### config.mk
export PLATFORM = sky130hd
export DESIGN_NAME = lsu_mem_if
export DESIGN_NICKNAME = d
export VERILOG_FILES = /design/src/rtl/lsu_pkg.sv /design/src/rtl/lsu_align.sv /design/src/rtl/lsu_mem_if.sv
export SDC_FILE = /design/constraint.sdc
export NUM_CORES = 1
export LEC_CHECK = 0
export CAP_MARGIN = 30
export CELL_PAD_IN_SITES_DETAIL_PLACEMENT = 1
export CELL_PAD_IN_SITES_GLOBAL_PLACEMENT = 1
export CORE_ASPECT_RATIO = 1.5
export CORE_MARGIN = 4
export CORE_UTILIZATION = 30
export DETAILED_ROUTE_END_ITERATION = 10
export PLACE_DENSITY = 0.81
export SYNTH_ARGS = -nofsm -noshare
export SYNTH_HDL_FRONTEND = slang
export SYNTH_HIERARCHICAL = 1
export SYNTH_SLANG_ARGS = --single-unit
export TNS_END_PERCENT = 50
### constraint.sdc
create_clock -name clk -period 2.5 [get_ports clk]
set_clock_uncertainty 0.1 [all_clocks]
set_input_delay 0.5 -clock clk [delete_from_list [all_inputs] [get_ports clk]]
set_output_delay 0.5 -clock clk [all_outputs]
set_load 0.01 [all_outputs]
### src/rtl/lsu_pkg.sv
// Shared encodings and helpers for the load/store unit.
package lsu_pkg;

  localparam logic [1:0] SZ_B = 2'd0;
  localparam logic [1:0] SZ_H = 2'd1;
  localparam logic [1:0] SZ_W = 2'd2;
  localparam logic [1:0] SZ_D = 2'd3;

  typedef enum logic [1:0] {
    ST_IDLE,
    ST_REQ,
    ST_WAIT,
    ST_RESP
  } lsu_state_e;

  function automatic logic [3:0] size_bytes(input logic [1:0] size);
    return 4'd1 << size;
  endfunction

endpackage

### src/rtl/lsu_align.sv
// Combinational byte-lane steering: store data/strobe placement and load extract/extend.
module lsu_align
  import lsu_pkg::*;
#(
  parameter int XLEN = 64
) (
  input  logic [1:0]               size_i,
  input  logic                     unsigned_i,
  input  logic [$clog2(XLEN/8)-1:0] off_i,
  input  logic [XLEN-1:0]          wdata_i,
  input  logic [XLEN-1:0]          rdata_i,
  output logic [XLEN-1:0]          wdata_o,
  output logic [XLEN/8-1:0]        wstrb_o,
  output logic [XLEN-1:0]          rdata_o
);

  localparam int NB = XLEN / 8;
  localparam logic [XLEN-1:0] ONE = {{(XLEN-1){1'b0}}, 1'b1};

  logic [15:0]     lane_mask;
  logic [6:0]      nbits;
  logic [XLEN-1:0] shifted;
  logic [XLEN-1:0] fmask;
  logic [XLEN-1:0] sign_fill;
  logic            msb;

  always_comb begin
    lane_mask = (16'd1 << size_bytes(size_i)) - 16'd1;
    wstrb_o   = lane_mask[NB-1:0] << off_i;
    wdata_o   = wdata_i << {off_i, 3'b000};

    // A field as wide as the bus wraps the shift to zero, so the mask becomes all ones.
    nbits     = 7'd8 << size_i;
    shifted   = rdata_i >> {off_i, 3'b000};
    fmask     = (ONE << nbits) - ONE;
    msb       = |(shifted & (fmask ^ (fmask >> 1)));
    sign_fill = (!unsigned_i && msb) ? ~fmask : '0;
    rdata_o   = (shifted & fmask) | sign_fill;
  end

endmodule

### src/rtl/lsu_mem_if.sv
// Multi-cycle load/store unit: one request at a time, ready/valid memory port.
module lsu_mem_if
  import lsu_pkg::*;
#(
  parameter int XLEN   = 64,
  parameter int ADDR_W = 64
) (
  input  logic                clk,
  input  logic                rst,
  input  logic                req_valid,
  output logic                req_ready,
  input  logic                req_we,
  input  logic [1:0]          req_size,
  input  logic                req_unsigned,
  input  logic [ADDR_W-1:0]   req_addr,
  input  logic [XLEN-1:0]     req_wdata,
  output logic                resp_valid,
  output logic                resp_err,
  output logic [XLEN-1:0]     resp_rdata,
  output logic                mem_req_valid,
  input  logic                mem_req_ready,
  output logic                mem_we,
  output logic [ADDR_W-1:0]   mem_addr,
  output logic [XLEN-1:0]     mem_wdata,
  output logic [XLEN/8-1:0]   mem_wstrb,
  input  logic                mem_rvalid,
  input  logic [XLEN-1:0]     mem_rdata,
  output lsu_state_e          dbg_state_o
);

  localparam int NB    = XLEN / 8;
  localparam int OFF_W = $clog2(NB);

  // Handshakes: a transfer happens on a rising edge where valid and ready are both
  // high; the request side holds its payload stable from valid until that edge.
  // resp_valid and mem_rvalid are single-cycle pulses with no ready.

  lsu_state_e        state_q, state_d;
  logic              we_q, we_d;
  logic [1:0]        size_q, size_d;
  logic              uns_q, uns_d;
  logic              err_q, err_d;
  logic [ADDR_W-1:0] addr_q, addr_d;
  logic [XLEN-1:0]   wdata_q, wdata_d;
  logic [XLEN-1:0]   rdata_q, rdata_d;

  logic [XLEN-1:0]   st_data;
  logic [NB-1:0]     st_strb;
  logic [XLEN-1:0]   ld_data;
  logic              req_bad;

  assign req_bad = ((req_addr[2:0] & 3'(size_bytes(req_size) - 4'd1)) != 3'b000)
                 || ((XLEN == 32) && (req_size == SZ_D));

  lsu_align #(.XLEN(XLEN)) u_align (
    .size_i     (size_q),
    .unsigned_i (uns_q),
    .off_i      (addr_q[OFF_W-1:0]),
    .wdata_i    (wdata_q),
    .rdata_i    (mem_rdata),
    .wdata_o    (st_data),
    .wstrb_o    (st_strb),
    .rdata_o    (ld_data)
  );

  always_ff @(posedge clk) begin
    if (rst) begin
      state_q <= ST_IDLE;
      we_q    <= 1'b0;
      size_q  <= SZ_B;
      uns_q   <= 1'b0;
      err_q   <= 1'b0;
      addr_q  <= '0;
      wdata_q <= '0;
      rdata_q <= '0;
    end else begin
      state_q <= state_d;
      we_q    <= we_d;
      size_q  <= size_d;
      uns_q   <= uns_d;
      err_q   <= err_d;
      addr_q  <= addr_d;
      wdata_q <= wdata_d;
      rdata_q <= rdata_d;
    end
  end

  always_comb begin
    state_d       = state_q;
    we_d          = we_q;
    size_d        = size_q;
    uns_d         = uns_q;
    err_d         = err_q;
    addr_d        = addr_q;
    wdata_d       = wdata_q;
    rdata_d       = rdata_q;
    req_ready     = 1'b0;
    mem_req_valid = 1'b0;
    resp_valid    = 1'b0;
    unique case (state_q)
      ST_IDLE: begin
        req_ready = 1'b1;
        if (req_valid) begin
          we_d    = req_we;
          size_d  = req_size;
          uns_d   = req_unsigned;
          addr_d  = req_addr;
          wdata_d = req_wdata;
          rdata_d = '0;
          err_d   = req_bad;
          state_d = req_bad ? ST_RESP : ST_REQ;
        end
      end
      ST_REQ: begin
        mem_req_valid = 1'b1;
        if (mem_req_ready) state_d = we_q ? ST_RESP : ST_WAIT;
      end
      ST_WAIT: begin
        if (mem_rvalid) begin
          rdata_d = ld_data;
          state_d = ST_RESP;
        end
      end
      ST_RESP: begin
        resp_valid = 1'b1;
        state_d    = ST_IDLE;
      end
      default: state_d = ST_IDLE;
    endcase
  end

  assign mem_we      = mem_req_valid & we_q;
  assign mem_wstrb   = (mem_req_valid && we_q) ? st_strb : '0;
  assign mem_addr    = {addr_q[ADDR_W-1:OFF_W], {OFF_W{1'b0}}};
  assign mem_wdata   = st_data;
  assign resp_err    = resp_valid & err_q;
  assign resp_rdata  = resp_valid ? rdata_q : '0;
  assign dbg_state_o = state_q;

endmodule
Word-level counts from Yosys, hierarchy flattened
Index checks and enable logic that the tools add are counted.
- bits in registers: 199
- logic and storage cells: 58
- output and inout port bits: 207
- shifts and indexed selects: 8
- reduce and logical (&&, ||, !) cells: 10
- equal/unequal tests: 6
- multiplexer cells: 15
- bitwise gates (word level): 8
- $add $sub $neg: 3
- operators with widths (cell ; number):
    $mux 64 ; 4
    $and 64x64->64 ; 2
    $pmux 64 s2 ; 1
    $not 64->64 ; 1
    $or 64x64->64 ; 1
    $reduce_or 64->1 ; 1
    $shl 1x7->64 const A ; 1
    $shl 64x6->64 ; 1
    $shr 64x6->64 ; 1
    $sub 64x1->64 const B ; 1
    $xor 64x63->64 ; 1
    $mux 2 ; 4
    $mux 8 ; 1
    $pmux 2 s4 ; 1
    $shl 1x4->8 const A ; 1
    $shl 8x3->8 ; 1
    $sub 8x1->8 const B ; 1
    $shl 4x2->7 const A ; 1
    $ne 2x2->1 const B ; 3
    $reduce_and 3->1 ; 2
    $eq 2x2->1 const B ; 2
    $mux 1 ; 4
    $shl 1x2->4 const A ; 1
    $and 3x3->3 ; 1
    10 further kinds ; 12

Logic depth before layout (Yosys ltp)
- depth after elaboration: 11
- mapped depth: 12

Cells and area by module
The synthesis kept the hierarchy.
- modules (own cells, without submodules) (module ; times used ; cells each ; sequential area each (µm²) ; area an instance (µm²)):
    lsu_mem_if ; 1 ; 1048 ; 3983.8 ; 8303.0
    lsu_align ; 1 ; 700 ; 0.0 ; 4426.7

Worst setup path after synthesis
No wires, ideal clock.
- path kind: register to register
- start: register size_q[1]
- end: register rdata_q[23]
- arrival time: 2.548 ns
- period minus slack after synthesis: 2.780 ns
- path buffers: 2
- path slack: -0.280 ns
- data required time: 2.268 ns
- library setup time: 0.132 ns
- stages on the path, launching flop included: 13
- cells stage by stage: dfxtp_1 -> buf_2 -> clkinv_1 -> nand2_1 -> clkinv_1 -> ha_1 -> xor2_1 -> a31oi_1 -> o41ai_4 -> buf_6 -> mux2i_1 -> nand3_1 -> a21oi_1
- word-level cells in the longest chain between the ends: 11
- elaborated cells between the ends (all ways): 13
- those cells by class: add/sub: 1; shift: 2; mux: 3; bitwise: 5; reduce/logical: 2
- ends and longest elaborated chain (element ; line ; source):
    start: declaration ; lsu_mem_if.sv:40 ; logic [1:0] size_q, size_d;
    start signal: assignment ; lsu_mem_if.sv:79 ; size_q <= size_d;
    $shl 4x2->7 * ; lsu_align.sv:33 ; nbits = 7'd8 << size_i;
    $shl 1x7->64 * ; lsu_align.sv:35 ; fmask = (ONE << nbits) - ONE;
    $sub 64x1->64 * ; lsu_align.sv:35 ;
    $xor 64x63->64 ; lsu_align.sv:36 ; msb = |(shifted & (fmask ^ (fmask >> 1)));
    $and 64x64->64 ; lsu_align.sv:36 ;
    $reduce_or 64->1 ; lsu_align.sv:36 ;
    $logic_and 1x1->1 ; lsu_align.sv:37 ; sign_fill = (!unsigned_i && msb) ? ~fmask : '0;
    $mux 64 ; lsu_align.sv:37 ;
    $or 64x64->64 * ; lsu_align.sv:38 ; rdata_o = (shifted & fmask) | sign_fill;
    named net ld_data[23] ; lsu_mem_if.sv:49 ; logic [XLEN-1:0] ld_data;
    $mux 64 * ; lsu_mem_if.sv:119 ; if (mem_rvalid) begin
    $pmux 64 s2 * ; lsu_mem_if.sv:100 ; unique case (state_q)
    end signal: assignment ; lsu_mem_if.sv:84 ; rdata_q <= rdata_d;
    end: declaration ; lsu_mem_if.sv:45 ; logic [XLEN-1:0] rdata_q, rdata_d;
The timed path passes the listed nets; every way through them passes the cells marked *. The select of a mux whose other input is x is not followed.
A chain may end at the register's enable or synchronous reset.

Worst setup path in the final report
- start: register addr_q[0]
- end: register rdata_q[45]
- word-level cells in the longest chain between the ends: 8
- elaborated cells between the ends (all ways): 9
- those cells by class: shift: 1; mux: 3; bitwise: 3; reduce/logical: 2
- ends and longest elaborated chain (element ; line ; source):
    start: declaration ; lsu_mem_if.sv:43 ; logic [ADDR_W-1:0] addr_q, addr_d;
    start signal: assignment ; lsu_mem_if.sv:82 ; addr_q <= addr_d;
    $shr 64x6->64 * ; lsu_align.sv:34 ; shifted = rdata_i >> {off_i, 3'b000};
    $and 64x64->64 ; lsu_align.sv:36 ;
    $reduce_or 64->1 ; lsu_align.sv:36 ;
    $logic_and 1x1->1 ; lsu_align.sv:37 ;
    $mux 64 ; lsu_align.sv:37 ;
    $or 64x64->64 * ; lsu_align.sv:38 ;
    named net ld_data[45] ; lsu_mem_if.sv:49 ;
    $mux 64 * ; lsu_mem_if.sv:119 ;
    $pmux 64 s2 * ; lsu_mem_if.sv:100 ;
Marks and branches as above.

==> run metrics <==
sequential area share after synthesis=31.3%; worst path cell trace=buf_12, buf_4, mux2_4, a222oi_1, buf_4, a311oi_4, buf_4, clkbuf_16, nor3_1, a21oi_2, nand3_1, a21oi_2; r2r startpoint=addr_q[0]; vias per std cell=5.74; first-pass GRT wire length=101 mm; fin. max-slew vios=0; clk slew on worst S/H paths=90 ps; WL final=74.1 mm; Worst-Skew Late Latency=450 ps; hpwl dp=46.9 mm; Longest Clk Path Bufs=2; unrepaired setup endpoints after global routing=true; compound-gate portion of the synthesized area=24.5%; max incr delay on CP=410 ps; failing checks=negative setup slack; die area=0.0459 sq mm; Syn Std Cell Area=0.0127 sq mm; post-synthesis adder-cell area fraction=0.590%; WHS=354 ps; TritonRoute pass-1 iters=5; vias after detailed routing=15900; Reg power frac=23.2%; most common flop cell mapped by yosys=dfxtp_1; Post-Synth XOR/XNOR Area=0.0688%; slowest stage cell, crit path=a222oi_1; Setup CP Type=reg2reg; post-synthesis mux area share=11.3%; Worst Setup Start Kind=register; HP Class=in2reg; Setup violations, final=108; library cells used by synthesis=52; CTS Buf Count=17; Design Area, Final=0.0210 sq mm; largest family of logic cells by synthesized area=compound AO/OA/AOI/OAI gates; fraction of layout cells with a size suffix above 1=32.1%; Die H=260 microns; FILL cells=4846; max cap viols=0; Area Overhead vs Synth=65.3%; PortBufs=404; Post-synth EDFFs=0; pre-CTS WS=-592 ps; CP startpoint=addr_q[0]; Syn Area/Cell=7.28 sq um; crit path DAT=3160 ps; vias in the first global route=16600; internal power=9.76 mW; Cell Area, Placed=0.0180 sq mm; initial antenna violation count=4; FF+latch count, synth=199; critical hold path startpoint=rst; # H-tree levels=4; Top Ports=408; global route overflow=0; die width=176 microns; CP endpoint kind=register; Layout Cells excl Fill=2770; core outline area=0.0420 sq mm; cells after synthesis=1748; period utilisation layout=117%; drt wl/cell=26.8 microns; P_leak=8.33 nW; clock sinks=199; Root Buffer=clkbuf_16; outcome=finished, violations left; switching share of power=45.3%; routability congestion estimate=0.933; # DRC=0; final hold violations=0; Total Power=17.8 mW; critical path peak fanout=15; Switch Pwr=8.08 mW; min setup slack post-route=-418 ps; worst path required time=2740 ps; Antenna Violating Nets Remaining=0; CTS Hold Bufs=0; initial drt markers=1517; PD cells=848 mW/mm^2; gr usage total=28.3%; asr flop ratio synth=0%; Placed Cells=2659; peak ir drop on the vdd network=0.680 mV; TritonCTS clock tree=done; crit path time final=2920 ps; Max Fclk=343 MHz; Clock power frac=16.6%; Ys Warns=6; Logic pwr share=60.2%; final core utilization=50.1%; setup_tns=-20770 ps; Synth Area in Simple Gates=22.5%; post-layout net count=2397; Slew @ Worst Pin=592 ps; most used cell, CP=buf_4; Starting Density=30.3%; Slew headroom=60.1%; num rows=92; largest net degree at the start of global routing=73
==> metal layers <==
layer | global-route usage, % | vias to the layer above | routed length [microns]
li1 | - | 6911 | -
met1 | 27.6 | 7683 | 23800
met2 | 52.1 | 965 | 37600
met3 | 6.62 | 350 | 5760
met4 | 20.1 | 2 | 6960
met5 | 0 | - | 20
==> state kept, by name (all words and copies together) (netlist names) <==
register and flops:
wdata_q 64, dbg_state_o 2, rdata_q 64, err_q 1, we_q 1, uns_q 1
size_q 2, addr_q 64
==> power groups by stage <==
| stage | Combinational (mW) | Clock, mW | Sequential (mW) |
|---|---|---|---|
| floorplan | 4.55 | 0 | 3.92 |
| global placement | 7.91 | 0 | 4.11 |
| detailed placement | 8.10 | 0 | 4.14 |
| CTS | 9.24 | 3.01 | 4.11 |
| global route | 11.3 | 3.14 | 4.19 |
| finish | 10.7 | 2.96 | 4.15 |
==> layout make-up <==
cell class	count	area, sq um	area share (%)
well taps	564	706	3.35
clock buffers	18	439	2.09
multi-input cells	1311	9100	43.2
flip-flops and latches	199	4010	19.0
repair buffers	650	6550	31.1
inverters	11	57.6	0.274
diodes	3	7.51	0.0357
clock inverters	14	173	0.821
==> timing repair <==
action,in CTS,in global routing
buffers inserted,51,20
setup endpoints to repair,196,128
cloned,10,6
resized for setup,616,259
pin swaps,84,73
==> Yosys cell counts, drive strengths merged (17+ instances only) <==
| library cell | instances | area [sq um] |
|---|---|---|
| nor2 | 115 | 432 |
| o21ai | 44 | 220 |
| mux2 | 55 | 627 |
| and2 | 87 | 547 |
| clkbuf | 99 | 372 |
| mux2i | 61 | 611 |
| dfxtp | 199 | 3980 |
| nor2b | 21 | 131 |
| a22oi | 23 | 173 |
| a21oi | 307 | 1540 |
| nor3 | 17 | 90.1 |
| nand2 | 331 | 1240 |
| buf | 130 | 815 |
| nand3 | 66 | 330 |
| a211oi | 43 | 323 |
| o31ai | 65 | 488 |
==> layout by cell type, fill, tap and decap left out, drive strengths merged, types with 24 or more instances in the layout <==
cell type,n
nand2,331
buf,308
a21oi,307
clkdlybuf4s50,264
dfxtp,199
nor2,115
and2,87
nand3,66
o31ai,65
dlygate4sd2,62
mux2i,61
mux2,55
o21ai,44
a211oi,43
clkbuf,24
==> cell families (layout without fill, tap and decap cells) <==
kind of cell               count (synthesis)  in the layout
adders and majority gates                  6              6
muxes                                    125            125
xor gates and xnor gates                   1              1
and+or+nand+nor                          651            651
other                                      1              6
AOI/OAI and AO/OA                        525            525
DFF                                      199            199
buffers and inverters                    240            693
==> path summary, 6_finish.rpt <==
| check | end | slack, ps | cells after the start |
|---|---|---|---|
| worst max register to register | rdata_q[45] | -420 | 12 |
| worst min-delay path | addr_q[56] | 350 | 2 |
| worst min register to register | addr_q[42] | 360 | 2 |
| worst max-delay path | rdata_q[45] | -420 | 12 |
==> worst max-delay path, delay by kind of cell, from the launching register on <==
| kind | cells | cell delay [ps] |
|---|---|---|
| buffers and inverters | 5 | 870 |
| multiplexers | 1 | 300 |
| flip-flops | 1 | 370 |
| AO/OA/AOI/OAI | 4 | 700 |
| AND/OR/NAND/NOR | 2 | 460 |
Power figures use the tool's default switching activity.
